<file path="config.mk">
export PLATFORM = sky130hd
export DESIGN_NAME = alu_issue
export DESIGN_NICKNAME = d
export VERILOG_FILES = /design/src/rtl/alu_pkg.sv /design/src/rtl/alu_issue_decode.sv /design/src/rtl/alu_issue.sv
export SDC_FILE = /design/constraint.sdc
export NUM_CORES = 1
export LEC_CHECK = 0
export BUFFER_PORTS_ARGS = -buffer_cell sky130_fd_sc_hd__clkbuf_2
export CAP_MARGIN = 20
export CORE_ASPECT_RATIO = 0.5
export CORE_MARGIN = 8
export CORE_UTILIZATION = 52
export DETAILED_ROUTE_END_ITERATION = 8
export PLACE_DENSITY_LB_ADDON = 0.3
export REMOVE_ABC_BUFFERS = 1
export SYNTH_ARGS = -nofsm -noshare
export SYNTH_HDL_FRONTEND = slang
export SYNTH_SLANG_ARGS = --single-unit
</file>
<file path="constraint.sdc">
create_clock -name clk_i -period 2.85 [get_ports clk_i]
set_input_delay 0.285 -clock clk_i [delete_from_list [all_inputs] [get_ports clk_i]]
set_output_delay 0.285 -clock clk_i [all_outputs]
set_load 0.005 [all_outputs]
</file>
<file path="src/rtl/alu_pkg.sv">
// Shared definitions for the ALU issue stage: opcodes, flag bit positions,
// carry-in selector encodings and the default datapath width.
package alu_pkg;

    localparam int XLEN_DEF = 64;

    localparam int FLAG_C = 2;
    localparam int FLAG_V = 1;
    localparam int FLAG_Z = 0;

    typedef enum logic [3:0] {
        ALU_OP_ADD  = 4'd0,
        ALU_OP_SUB  = 4'd1,
        ALU_OP_ADDC = 4'd2,
        ALU_OP_SUBC = 4'd3,
        ALU_OP_AND  = 4'd4,
        ALU_OP_OR   = 4'd5,
        ALU_OP_XOR  = 4'd6,
        ALU_OP_SLT  = 4'd7,
        ALU_OP_SLTU = 4'd8
    } alu_op_e;

    localparam logic [1:0] CIN_ZERO  = 2'd0;
    localparam logic [1:0] CIN_ONE   = 2'd1;
    localparam logic [1:0] CIN_CARRY = 2'd2;

endpackage

</file>
<file path="src/rtl/alu_issue_decode.sv">
// Opcode decoder for the ALU issue stage. SLT/SLTU decode only when
// ALU_ISSUE_SLT_EN is defined; otherwise those opcodes are illegal.
module alu_issue_decode
    import alu_pkg::*;
(
    input  logic [3:0] i_op,
    output logic       o_sum_en,
    output logic       o_and_en,
    output logic       o_xor_en,
    output logic       o_invert_b,
    output logic [1:0] o_cin_sel,
    output logic       o_carry_upd,
    output logic       o_illegal
);

    // Opcode to ALU control mapping; OR is built from and+xor in the ALU.
    always_comb begin
        o_sum_en    = 1'b0;
        o_and_en    = 1'b0;
        o_xor_en    = 1'b0;
        o_invert_b  = 1'b0;
        o_cin_sel   = CIN_ZERO;
        o_carry_upd = 1'b0;
        o_illegal   = 1'b0;
        case (i_op)
            ALU_OP_ADD: begin
                o_sum_en    = 1'b1;
                o_carry_upd = 1'b1;
            end
            ALU_OP_SUB: begin
                o_sum_en    = 1'b1;
                o_invert_b  = 1'b1;
                o_cin_sel   = CIN_ONE;
                o_carry_upd = 1'b1;
            end
            ALU_OP_ADDC: begin
                o_sum_en    = 1'b1;
                o_cin_sel   = CIN_CARRY;
                o_carry_upd = 1'b1;
            end
            ALU_OP_SUBC: begin
                o_sum_en    = 1'b1;
                o_invert_b  = 1'b1;
                o_cin_sel   = CIN_CARRY;
                o_carry_upd = 1'b1;
            end
            ALU_OP_AND: begin
                o_and_en = 1'b1;
            end
            ALU_OP_OR: begin
                o_and_en = 1'b1;
                o_xor_en = 1'b1;
            end
            ALU_OP_XOR: begin
                o_xor_en = 1'b1;
            end
`ifdef ALU_ISSUE_SLT_EN
            ALU_OP_SLT, ALU_OP_SLTU: begin
                o_sum_en   = 1'b1;
                o_invert_b = 1'b1;
                o_cin_sel  = CIN_ONE;
            end
`endif
            default: begin
                o_illegal = 1'b1;
            end
        endcase
    end

endmodule

</file>
<file path="src/rtl/alu_issue.sv">
// Two-stage issue/response front end for the combinational ALU, with a sticky
// carry for ADDC/SUBC chains. Define ALU_ISSUE_SLT_EN to build SLT/SLTU.
module alu_issue
    import alu_pkg::*;
#(
    parameter int XLEN = XLEN_DEF
) (
    input  logic            clk_i,
    input  logic            reset_i,
    input  logic            req_valid_i,
    output logic            req_ready_o,
    input  logic [3:0]      req_op_i,
    input  logic [XLEN-1:0] req_a_i,
    input  logic [XLEN-1:0] req_b_i,
    output logic            rsp_valid_o,
    input  logic            rsp_ready_i,
    output logic [XLEN-1:0] rsp_data_o,
    output logic [2:0]      rsp_flags_o,
    output logic            rsp_err_o,
    output logic [XLEN-1:0] alu_inA_o,
    output logic [XLEN-1:0] alu_inB_o,
    output logic            alu_cflag_o,
    output logic            alu_sum_en_o,
    output logic            alu_and_en_o,
    output logic            alu_xor_en_o,
    input  logic [XLEN-1:0] alu_out_i,
    input  logic            alu_cflag_i,
    input  logic            alu_vflag_i,
    input  logic            alu_zflag_i
);

    logic            r_s1_valid;
    logic [3:0]      r_s1_op;
    logic [XLEN-1:0] r_s1_a;
    logic [XLEN-1:0] r_s1_b;
    logic            r_s2_valid;
    logic [XLEN-1:0] r_s2_data;
    logic [2:0]      r_s2_flags;
    logic            r_s2_err;
    logic            r_carry;

    logic            w_s1_adv;
    logic            w_accept;
    logic            w_sum_en;
    logic            w_and_en;
    logic            w_xor_en;
    logic            w_invert_b;
    logic [1:0]      w_cin_sel;
    logic            w_carry_upd;
    logic            w_illegal;
    logic [XLEN-1:0] w_result;
    logic [2:0]      w_flags;

    assign w_s1_adv    = r_s1_valid && (!r_s2_valid || rsp_ready_i);
    assign req_ready_o = !r_s1_valid || w_s1_adv;
    assign w_accept    = req_valid_i && req_ready_o;

    alu_issue_decode u_decode (
        .i_op        (r_s1_op),
        .o_sum_en    (w_sum_en),
        .o_and_en    (w_and_en),
        .o_xor_en    (w_xor_en),
        .o_invert_b  (w_invert_b),
        .o_cin_sel   (w_cin_sel),
        .o_carry_upd (w_carry_upd),
        .o_illegal   (w_illegal)
    );

    // ALU drive from S1; everything idles at zero when S1 is empty or illegal.
    always_comb begin
        alu_inA_o    = '0;
        alu_inB_o    = '0;
        alu_cflag_o  = 1'b0;
        alu_sum_en_o = 1'b0;
        alu_and_en_o = 1'b0;
        alu_xor_en_o = 1'b0;
        if (r_s1_valid && !w_illegal) begin
            alu_inA_o    = r_s1_a;
            alu_inB_o    = w_invert_b ? ~r_s1_b : r_s1_b;
            alu_sum_en_o = w_sum_en;
            alu_and_en_o = w_and_en;
            alu_xor_en_o = w_xor_en;
            case (w_cin_sel)
                CIN_ONE:   alu_cflag_o = 1'b1;
                CIN_CARRY: alu_cflag_o = r_carry;
                default:   alu_cflag_o = 1'b0;
            endcase
        end else begin
            alu_cflag_o = 1'b0;
        end
    end

    // Result selection; the compare results reuse the SUB drive of the ALU.
    always_comb begin
        w_result = alu_out_i;
        if (w_illegal) begin
            w_result = '0;
        end
`ifdef ALU_ISSUE_SLT_EN
        else if (r_s1_op == ALU_OP_SLT) begin
            w_result = {{(XLEN-1){1'b0}}, alu_out_i[XLEN-1] ^ alu_vflag_i};
        end else if (r_s1_op == ALU_OP_SLTU) begin
            w_result = {{(XLEN-1){1'b0}}, !alu_cflag_i};
        end
`endif
        else begin
            w_result = alu_out_i;
        end
    end

    // Flag packing into {C,V,Z}.
    always_comb begin
        w_flags         = 3'b000;
        w_flags[FLAG_C] = alu_cflag_i;
        w_flags[FLAG_V] = alu_vflag_i;
        w_flags[FLAG_Z] = alu_zflag_i;
    end

    // S1 operand register.
    always_ff @(posedge clk_i or negedge reset_i) begin
        if (!reset_i) begin
            r_s1_valid <= 1'b0;
            r_s1_op    <= 4'd0;
            r_s1_a     <= '0;
            r_s1_b     <= '0;
        end else if (w_accept) begin
            r_s1_valid <= 1'b1;
            r_s1_op    <= req_op_i;
            r_s1_a     <= req_a_i;
            r_s1_b     <= req_b_i;
        end else if (w_s1_adv) begin
            r_s1_valid <= 1'b0;
        end
    end

    // S2 response register; holds its contents while the consumer stalls.
    always_ff @(posedge clk_i or negedge reset_i) begin
        if (!reset_i) begin
            r_s2_valid <= 1'b0;
            r_s2_data  <= '0;
            r_s2_flags <= 3'b000;
            r_s2_err   <= 1'b0;
        end else if (w_s1_adv) begin
            r_s2_valid <= 1'b1;
            r_s2_data  <= w_result;
            r_s2_flags <= w_flags;
            r_s2_err   <= w_illegal;
        end else if (rsp_ready_i) begin
            r_s2_valid <= 1'b0;
        end
    end

    // Sticky carry, written as the op leaves S1 so a following ADDC sees it.
    always_ff @(posedge clk_i or negedge reset_i) begin
        if (!reset_i) begin
            r_carry <= 1'b0;
        end else if (w_s1_adv && w_carry_upd && !w_illegal) begin
            r_carry <= alu_cflag_i;
        end
    end

    assign rsp_valid_o = r_s2_valid;
    assign rsp_data_o  = r_s2_data;
    assign rsp_flags_o = r_s2_flags;
    assign rsp_err_o   = r_s2_err;

endmodule
</file>
==> results of run 1 <==
final timing paths:
kind / startpoint / endpoint / slack (ps) / cells after the start
min in group asynchronous: reset_i / rsp_data_o[41]$_DFFE_PN0P_ / 380 / 2
max in group asynchronous: reset_i / r_s1_b[8]$_DFFE_PN0P_ / 1630 / 3
setup reg to reg: r_s1_op[2]$_DFFE_PN0P_ / rsp_data_o[10]$_DFFE_PN0P_ / 900 / 4
hold / removal: req_a_i[23] / r_s1_a[23]$_DFFE_PN0P_ / 20 / 2
setup / recovery: r_s1_op[2]$_DFFE_PN0P_ / alu_inB_o[6] / 440 / 5
hold reg to reg: r_s1_a[16]$_DFFE_PN0P_ / r_s1_a[16]$_DFFE_PN0P_ / 480 / 1
flip-flops by register name, indices dropped and copies added, names as in the netlist:
| register | count |
|---|---|
| r_carry | 1 |
| r_s1_b | 64 |
| rsp_flags_o | 3 |
| rsp_data_o | 64 |
| r_s1_a | 64 |
| r_s1_op | 4 |
| rsp_valid_o | 1 |
| r_s1_valid | 1 |
| rsp_err_o | 1 |
metrics by stage:
step / std cells / setup TNS [ps] / utilization, %
after floorplan: 686 / -282090 / -
after global placement: 1339 / 0 / 65.46
after detailed placement: 1339 / 0 / 65.46
after CTS: 1394 / 0 / 70.49
after global routing: 1396 / 0 / 70.52
final: 1396 / 0 / 70.52
cells by family after synthesis:
| logic type | Yosys count | share of synthesized area [%] |
|---|---|---|
| buffers and inverters | 72 | 4.480 |
| AO/OA/AOI/OAI | 65 | 6.100 |
| XOR/XNOR | 65 | 6.140 |
| adder cells (fa/ha/maj) | 2 | 0.2699 |
| multiplexers | 137 | 16.64 |
| flip-flops | 203 | 54.79 |
| AND/OR/NAND/NOR | 212 | 11.58 |
power breakdown:
group          switching [W]  internal (W)  total [W]
Clock                0.00109       0.00157    0.00266
Combinational       0.000977      0.000982    0.00196
Sequential          0.000283       0.00333    0.00361
layout by cell type, fill, tap and decap left out, types with 19 or more instances in the layout:
cell type / instances
sky130_fd_sc_hd__and3_1: 64
sky130_fd_sc_hd__clkbuf_16: 19
sky130_fd_sc_hd__clkbuf_2: 403
sky130_fd_sc_hd__dfrtp_1: 202
sky130_fd_sc_hd__dlygate4sd3_1: 21
sky130_fd_sc_hd__mux2_1: 80
sky130_fd_sc_hd__mux2_2: 57
sky130_fd_sc_hd__nand3_1: 65
sky130_fd_sc_hd__nor2_1: 67
sky130_fd_sc_hd__o2bb2ai_1: 64
sky130_fd_sc_hd__xnor2_1: 65
area by class of cell:
| cell class | count | area (um2) |
|---|---|---|
| antenna | 2 | 5.005 |
| clock buffer | 25 | 558.0 |
| clock inverter | 9 | 106.4 |
| fill | 1323 | 5130 |
| inverter | 2 | 7.507 |
| multi-input combinational | 481 | 3802 |
| sequential | 203 | 5081 |
| tap | 234 | 292.8 |
| timing repair buffer | 440 | 2416 |
routing by layer:
layer	part of all wire, %	GRT usage (%)
met4	3.9	9.212
met5	0	0
met1	37	27.77
met2	52	42.80
met3	7.1	5.980
critical path: stages, from the launching register on:
cell and delay (ps):
sky130_fd_sc_hd__dfrtp_1 490, sky130_fd_sc_hd__nand3_2 300, sky130_fd_sc_hd__nand2_2 360, sky130_fd_sc_hd__buf_12 260, sky130_fd_sc_hd__nor2_1 90, sky130_fd_sc_hd__clkbuf_2 120
==> run summary, run 1 <==
The run finished with clean final reports. The wire length after detailed routing came out at 28.00 mm. The root buffer cell chosen for the clock tree is sky130_fd_sc_hd__clkbuf_16. The worst path arrival time came out at 2120 ps.

The number of nets with antenna violations after routing is 0. The top fanout value on the critical path came out at 51. In this run the count of I/O pins placed on the die edge is 405.

The post-synth design cell area came out at 9271 um2. The initial antenna violation count is 2. The number of synthesized flops with an enable pin is 0.

STA puts the critical path data required time at 2570 ps. The clock network latency to the later pin of the worst-skew pair is 480 ps. The final routed wire length divided by cell count came out at 20.06 um. Counting instances in the post-synthesis netlist gives the leading cell types as 203 x sky130_fd_sc_hd__dfrtp_1, 80 x sky130_fd_sc_hd__mux2_1, 67 x sky130_fd_sc_hd__nor2_1.

The slew at the pin with the worst max-slew slack came out at 772.3 ps. The most instantiated flip-flop cell in the synthesis netlist is sky130_fd_sc_hd__dfrtp_1. The starting DRC count in detailed routing came out at 523. In this run the horizontal extent of the chip is 204.8 um. The highest attainable clock frequency came out at 415.1 MHz. The area of the core region came out at 17400 um2. Max-cap violations in this run came to 0.

By area the synthesized netlist is led by sky130_fd_sc_hd__dfrtp_1 55%, sky130_fd_sc_hd__mux2_1 9.7%, sky130_fd_sc_hd__mux2_2 6.9%, sky130_fd_sc_hd__xnor2_1 6.1%, sky130_fd_sc_hd__o2bb2ai_1 6.0%. The final critical-path setup slack is 441.2 ps. The total DRC errors in the routed layout is 0. The total setup buffers inserted after CTS came out at 0. In this run the biggest area consumer among cell types represents 54.79% of the synthesized area. The placed instances occupy a cell area of 11390 um2. The async set-or-reset flop fraction in the synthesized netlist came out at 100.0%. The final total power is 0.008225 W.

The category of the most critical setup path is reg2out. From synthesis to final layout, the design area changed by 32.34%. Entering global routing, the biggest net connects 133 pins. A synthesized cell averages 12.26 um2.

The hold violation count in the final report came to 0. The leakage component of the power came out at 6.125 nW. The die covers 22620 um2. The clock tree from TritonCTS is done.

The number of port buffers is 404. For this configuration, the core starts out at a cell density of 53.29%. The first-pass GRT wire length came out at 44.40 mm.

The first detailed-routing pass took 7 iterations. Across the routed clock network, the largest skew measured is 7.324 ps. The routability congestion estimate from global placement came out at 0.8276.

The number of rows created at floorplan is 34. The remaining global-route overflow came out at 0. sky130_fd_sc_hd__dfrtp_1 takes more of the synthesized area than any other cell. The maximum number of buffers from clock root to sink is 3. The time the final worst path needs with I/O delays and setup came out at 2409 ps. The share of the clock period used by the worst path after layout came out at 84.52%. Measured against its own limit, the worst slew margin works out to 48.51%. The final count of negative-setup-slack endpoints came out at 0. STA classifies the critical path startpoint as a register.

After synthesis the netlist holds a flip-flop and latch count of 203. The number of global-route vias before repair is 7979. The global-route usage over all layers is 24.15%. The number of buffers created by CTS came out at 19. The worst-case setup slack after placement is 915.4 ps. The average via count per standard cell is 5.411. After clock tree synthesis, the clock-pin slew on the worst setup and hold paths is 60 ps. On the final layout, the worst hold slack is 17.21 ps. The number of different library cells in the post-synthesis netlist is 25. The HPWL reported at the end of detailed placement is 20.41 mm. After synthesis, flip-flops and latches occupy 54.79% of the total area. The CTS sink count came out at 203. The final instance area came out at 12270 um2.

The power density relative to cell area is 670.3 nW/um2. The layout cell share with drive strength beyond 1 came out at 44.66%. Setup repair after global routing left no endpoint under its margin. After clock tree synthesis, the repair step resized 0 gates. The type of the worst min-delay path is in2reg. The H-tree level count is 1. The final route contains 7554 vias.

The number of nets at the end of the flow came out at 1352. The worst setup path is captured at a primary output. The peak supply drop came out at 0.4229 mV. The count of warnings emitted by yosys is 0. The number of hold-repair buffers added at the cts stage came out at 21. The die height is 110.4 um.

The final-report max-slew violation count is 0. The number of cells produced by synthesis is 756. By instance count, the leading cell after synthesis is sky130_fd_sc_hd__dfrtp_1.
(Power assumes the default switching activity.)
==> inputs of run 2 (changes only) <==
--- a/config.mk
+++ b/config.mk
@@ -9,7 +9,7 @@
 export CAP_MARGIN = 20
 export CORE_ASPECT_RATIO = 0.5
 export CORE_MARGIN = 8
-export CORE_UTILIZATION = 52
+export CORE_UTILIZATION = 48
 export DETAILED_ROUTE_END_ITERATION = 8
 export PLACE_DENSITY_LB_ADDON = 0.3
 export REMOVE_ABC_BUFFERS = 1
==> constraint.sdc (replaced) <==
create_clock -name clk_i -period 2.55 [get_ports clk_i]
set_input_delay 0.255 -clock clk_i [delete_from_list [all_inputs] [get_ports clk_i]]
set_output_delay 0.255 -clock clk_i [all_outputs]
set_load 0.005 [all_outputs]
==> run summary, run 2 (synthesis results as in run 1) <==
The power density relative to cell area is 697.1 nW/um2 (was 670.3 nW/um2). The category of the worst setup path capture point is a primary output (unchanged). The starting DRC count in detailed routing is 524 (was 523). The final-report max-slew violation count came out at 0 (unchanged). The vias after detailed routing came out at 7973 (was 7554). The busiest layer in global routing is met2 (unchanged).

The die height was 114.3 um (was 110.4 um). The average via count per standard cell came out at 5.201 (was 5.411). The number of nets at the end of the flow is 1456 (was 1352). The initial core utilization is 48.32% (was 53.29%). The met2 usage in global routing is 43.68% (was 42.80%). The max-capacitance violation count came out at 0 (unchanged). The wire length after detailed routing came out at 29.83 mm (was 28.00 mm).

The highest attainable clock frequency came out at 410.6 MHz. The met1 routing resource usage after global routing was 26.99% (was 27.77%). The number of buffers created by CTS came out at 19 (unchanged). The final routed wire length divided by cell count is 19.46 um (was 20.06 um). The root buffer cell is sky130_fd_sc_hd__clkbuf_16 (unchanged). The hold violation count in the final report is 0 (unchanged). The first-pass GRT wire length was 46.80 mm (was 44.40 mm). The H-tree level count is 1 (unchanged).

The total setup buffers inserted after CTS is 0 (unchanged). The CTS sink count is 203 (unchanged). The layout overhead on the synthesized area is 44.37% (was 32.34%). The routability congestion estimate from global placement is 0.8392 (was 0.8276). The number of top-level design ports came to 405 (unchanged). The top fanout value on the critical path is 66 (was 51). The number of fillers in the final layout is 1405 (was 1323). Leading cell types in the layout, fill and taps excluded: 403 x sky130_fd_sc_hd__clkbuf_2, 202 x sky130_fd_sc_hd__dfrtp_1, 126 x sky130_fd_sc_hd__dlygate4sd3_1 (was 403 x sky130_fd_sc_hd__clkbuf_2, 202 x sky130_fd_sc_hd__dfrtp_1, 80 x sky130_fd_sc_hd__mux2_1).

The final total power is 0.009330 W (was 0.008225 W). The slew at the pin with the worst max-slew slack came out at 698.6 ps (was 772.3 ps). The category of the worst setup path launch point is a register (unchanged). The relative max-transition margin was 53.42% (was 48.51%).

The worst path arrival time came out at 2180 ps (was 2120 ps). The time the final worst path needs with I/O delays and setup is 2436 ps. The type of the worst min-delay path is in2reg (unchanged).

The final critical-path setup slack is 114.4 ps (was 441.2 ps). Run status: finished, final reports clean (unchanged). The final count of negative-setup-slack endpoints was 0 (unchanged). The global-route usage over all layers is 23.81% (was 24.15%). The number of nets with antenna violations after routing was 0 (unchanged).

The die outline area is 24290 um2 (was 22620 um2). The category of the most critical setup path is reg2out (unchanged). The leakage component of the power came out at 6.577 nW (was 6.125 nW). The number of global-route vias before repair is 8735 (was 7979). The remaining global-route overflow came out at 0 (unchanged). The initial antenna violation count is 3 (was 2). The maximum number of pins on one net before global-route repair came out at 73 (was 133). The endpoint required time on the critical path is 2300 ps (was 2570 ps). The most common library cell in the layout ignoring fill and taps is sky130_fd_sc_hd__clkbuf_2 (unchanged). The met3 demand-to-capacity share in global routing is 5.546% (was 5.980%). The share of the clock period used by the worst path after layout came out at 95.51%. The final core area utilization is 69.76% (was 70.52%).

The peak supply drop came out at 0.4163 mV (was 0.4229 mV). The clock tree from TritonCTS is done (unchanged). The worst-case setup slack after placement was 454.0 ps (was 915.4 ps).

The CTS clock-pin slew for the worst setup and hold paths is 70 ps (was 60 ps). The number of port buffers is 404 (unchanged). The die span in x is 212.5 um (was 204.8 um). The maximum number of buffers from clock root to sink is 3 (unchanged). The final clock skew came out at 10.08 ps (was 7.324 ps). The path depth of the worst reg2reg path is 5 (was 4).

The layout cell share with drive strength beyond 1 is 40.74% (was 44.66%). The clock network latency to the later pin of the worst-skew pair came out at 480 ps (about the same). The worst hold margin is 13.72 ps (was 17.21 ps).

The area of the core region is 19190 um2 (was 17400 um2). The detailed-router iteration count before antenna repair is 4 (was 7). The total DRC errors in the routed layout was 0 (unchanged). The HPWL reported at the end of detailed placement was 20.04 mm (was 20.41 mm). The number of instances on the worst hold path came out at 2 (unchanged). The number of rows created at floorplan is 36 (was 34).
run 2: layout make-up:
class                           count  area, um2  share of cell area, %
Sequential cell                   203       5081                  37.96
Multi-Input combinational cell    481       3810                  28.46
Timing Repair Buffer              544       3491                  26.08
Clock buffer                       30      606.8                  4.534
Tap cell                          266      332.8                  2.486
Clock inverter                      4      48.80                 0.3646
Inverter                            2      7.507                0.05609
Antenna cell                        3      7.507                0.05609
run 2: where the power goes:
group | internal (W) | total, W | switching [W] | leakage, nW
clock | 0.00174 | 0.00295 | 0.00121 | 0.328
sequential | 0.00372 | 0.00404 | 0.000324 | 2.46
combinational | 0.00121 | 0.00234 | 0.00113 | 3.79
total | 0.00667 | 0.00933 | 0.00266 | 6.58
run 2: layer usage:
| metal | wire (um) | vias up |
|---|---|---|
| met1 | 11300 | 3960 |
| met2 | 15520 | 308 |
| li1 | - | 3628 |
| met3 | 1999 | 77 |
| met5 | 0 | - |
| met4 | 1007 | 0 |
run 2: timing repair:
| item | in CTS | in global routing |
|---|---|---|
| gates resized for setup | 1 | 2 |
| endpoints found under the hold margin | 188 | 4 |
| gates cloned | 0 | 0 |
| endpoints found under the setup margin | 53 | 64 |
| hold buffers | 122 | 4 |
run 2: final timing paths:
check	from	endpoint	slack (ps)
setup / recovery	r_s1_op[3]$_DFFE_PN0P_	alu_xor_en_o	110
hold / removal	req_b_i[1]	r_s1_b[1]$_DFFE_PN0P_	10
setup reg to reg	r_s1_valid$_DFFE_PN0P_	r_s1_b[4]$_DFFE_PN0P_	690
hold reg to reg	r_s1_a[19]$_DFFE_PN0P_	r_s1_a[19]$_DFFE_PN0P_	480
max in group asynchronous	reset_i	r_s1_b[17]$_DFFE_PN0P_	1400
min in group asynchronous	reset_i	rsp_data_o[28]$_DFFE_PN0P_	320
run 2: through the flow:
step / area (um2) / setup TNS [ps] / std cells
3_3_place_gp: 11450 / 0 / 1370
3_5_place_dp: 11450 / 0 / 1370
5_1_grt: 13390 / -30.75 / 1533
2_1_floorplan: 8864 / -372320 / 686
6_report: 13390 / 0 / 1533
4_1_cts: 13330 / 0 / 1526
run 2: critical path: stages (launching register included):
cell	delay (ps)
sky130_fd_sc_hd__dfrtp_1	460
sky130_fd_sc_hd__and2b_1	260
sky130_fd_sc_hd__buf_4	490
sky130_fd_sc_hd__nand2_1	150
sky130_fd_sc_hd__nor2_1	190
sky130_fd_sc_hd__clkbuf_2	140
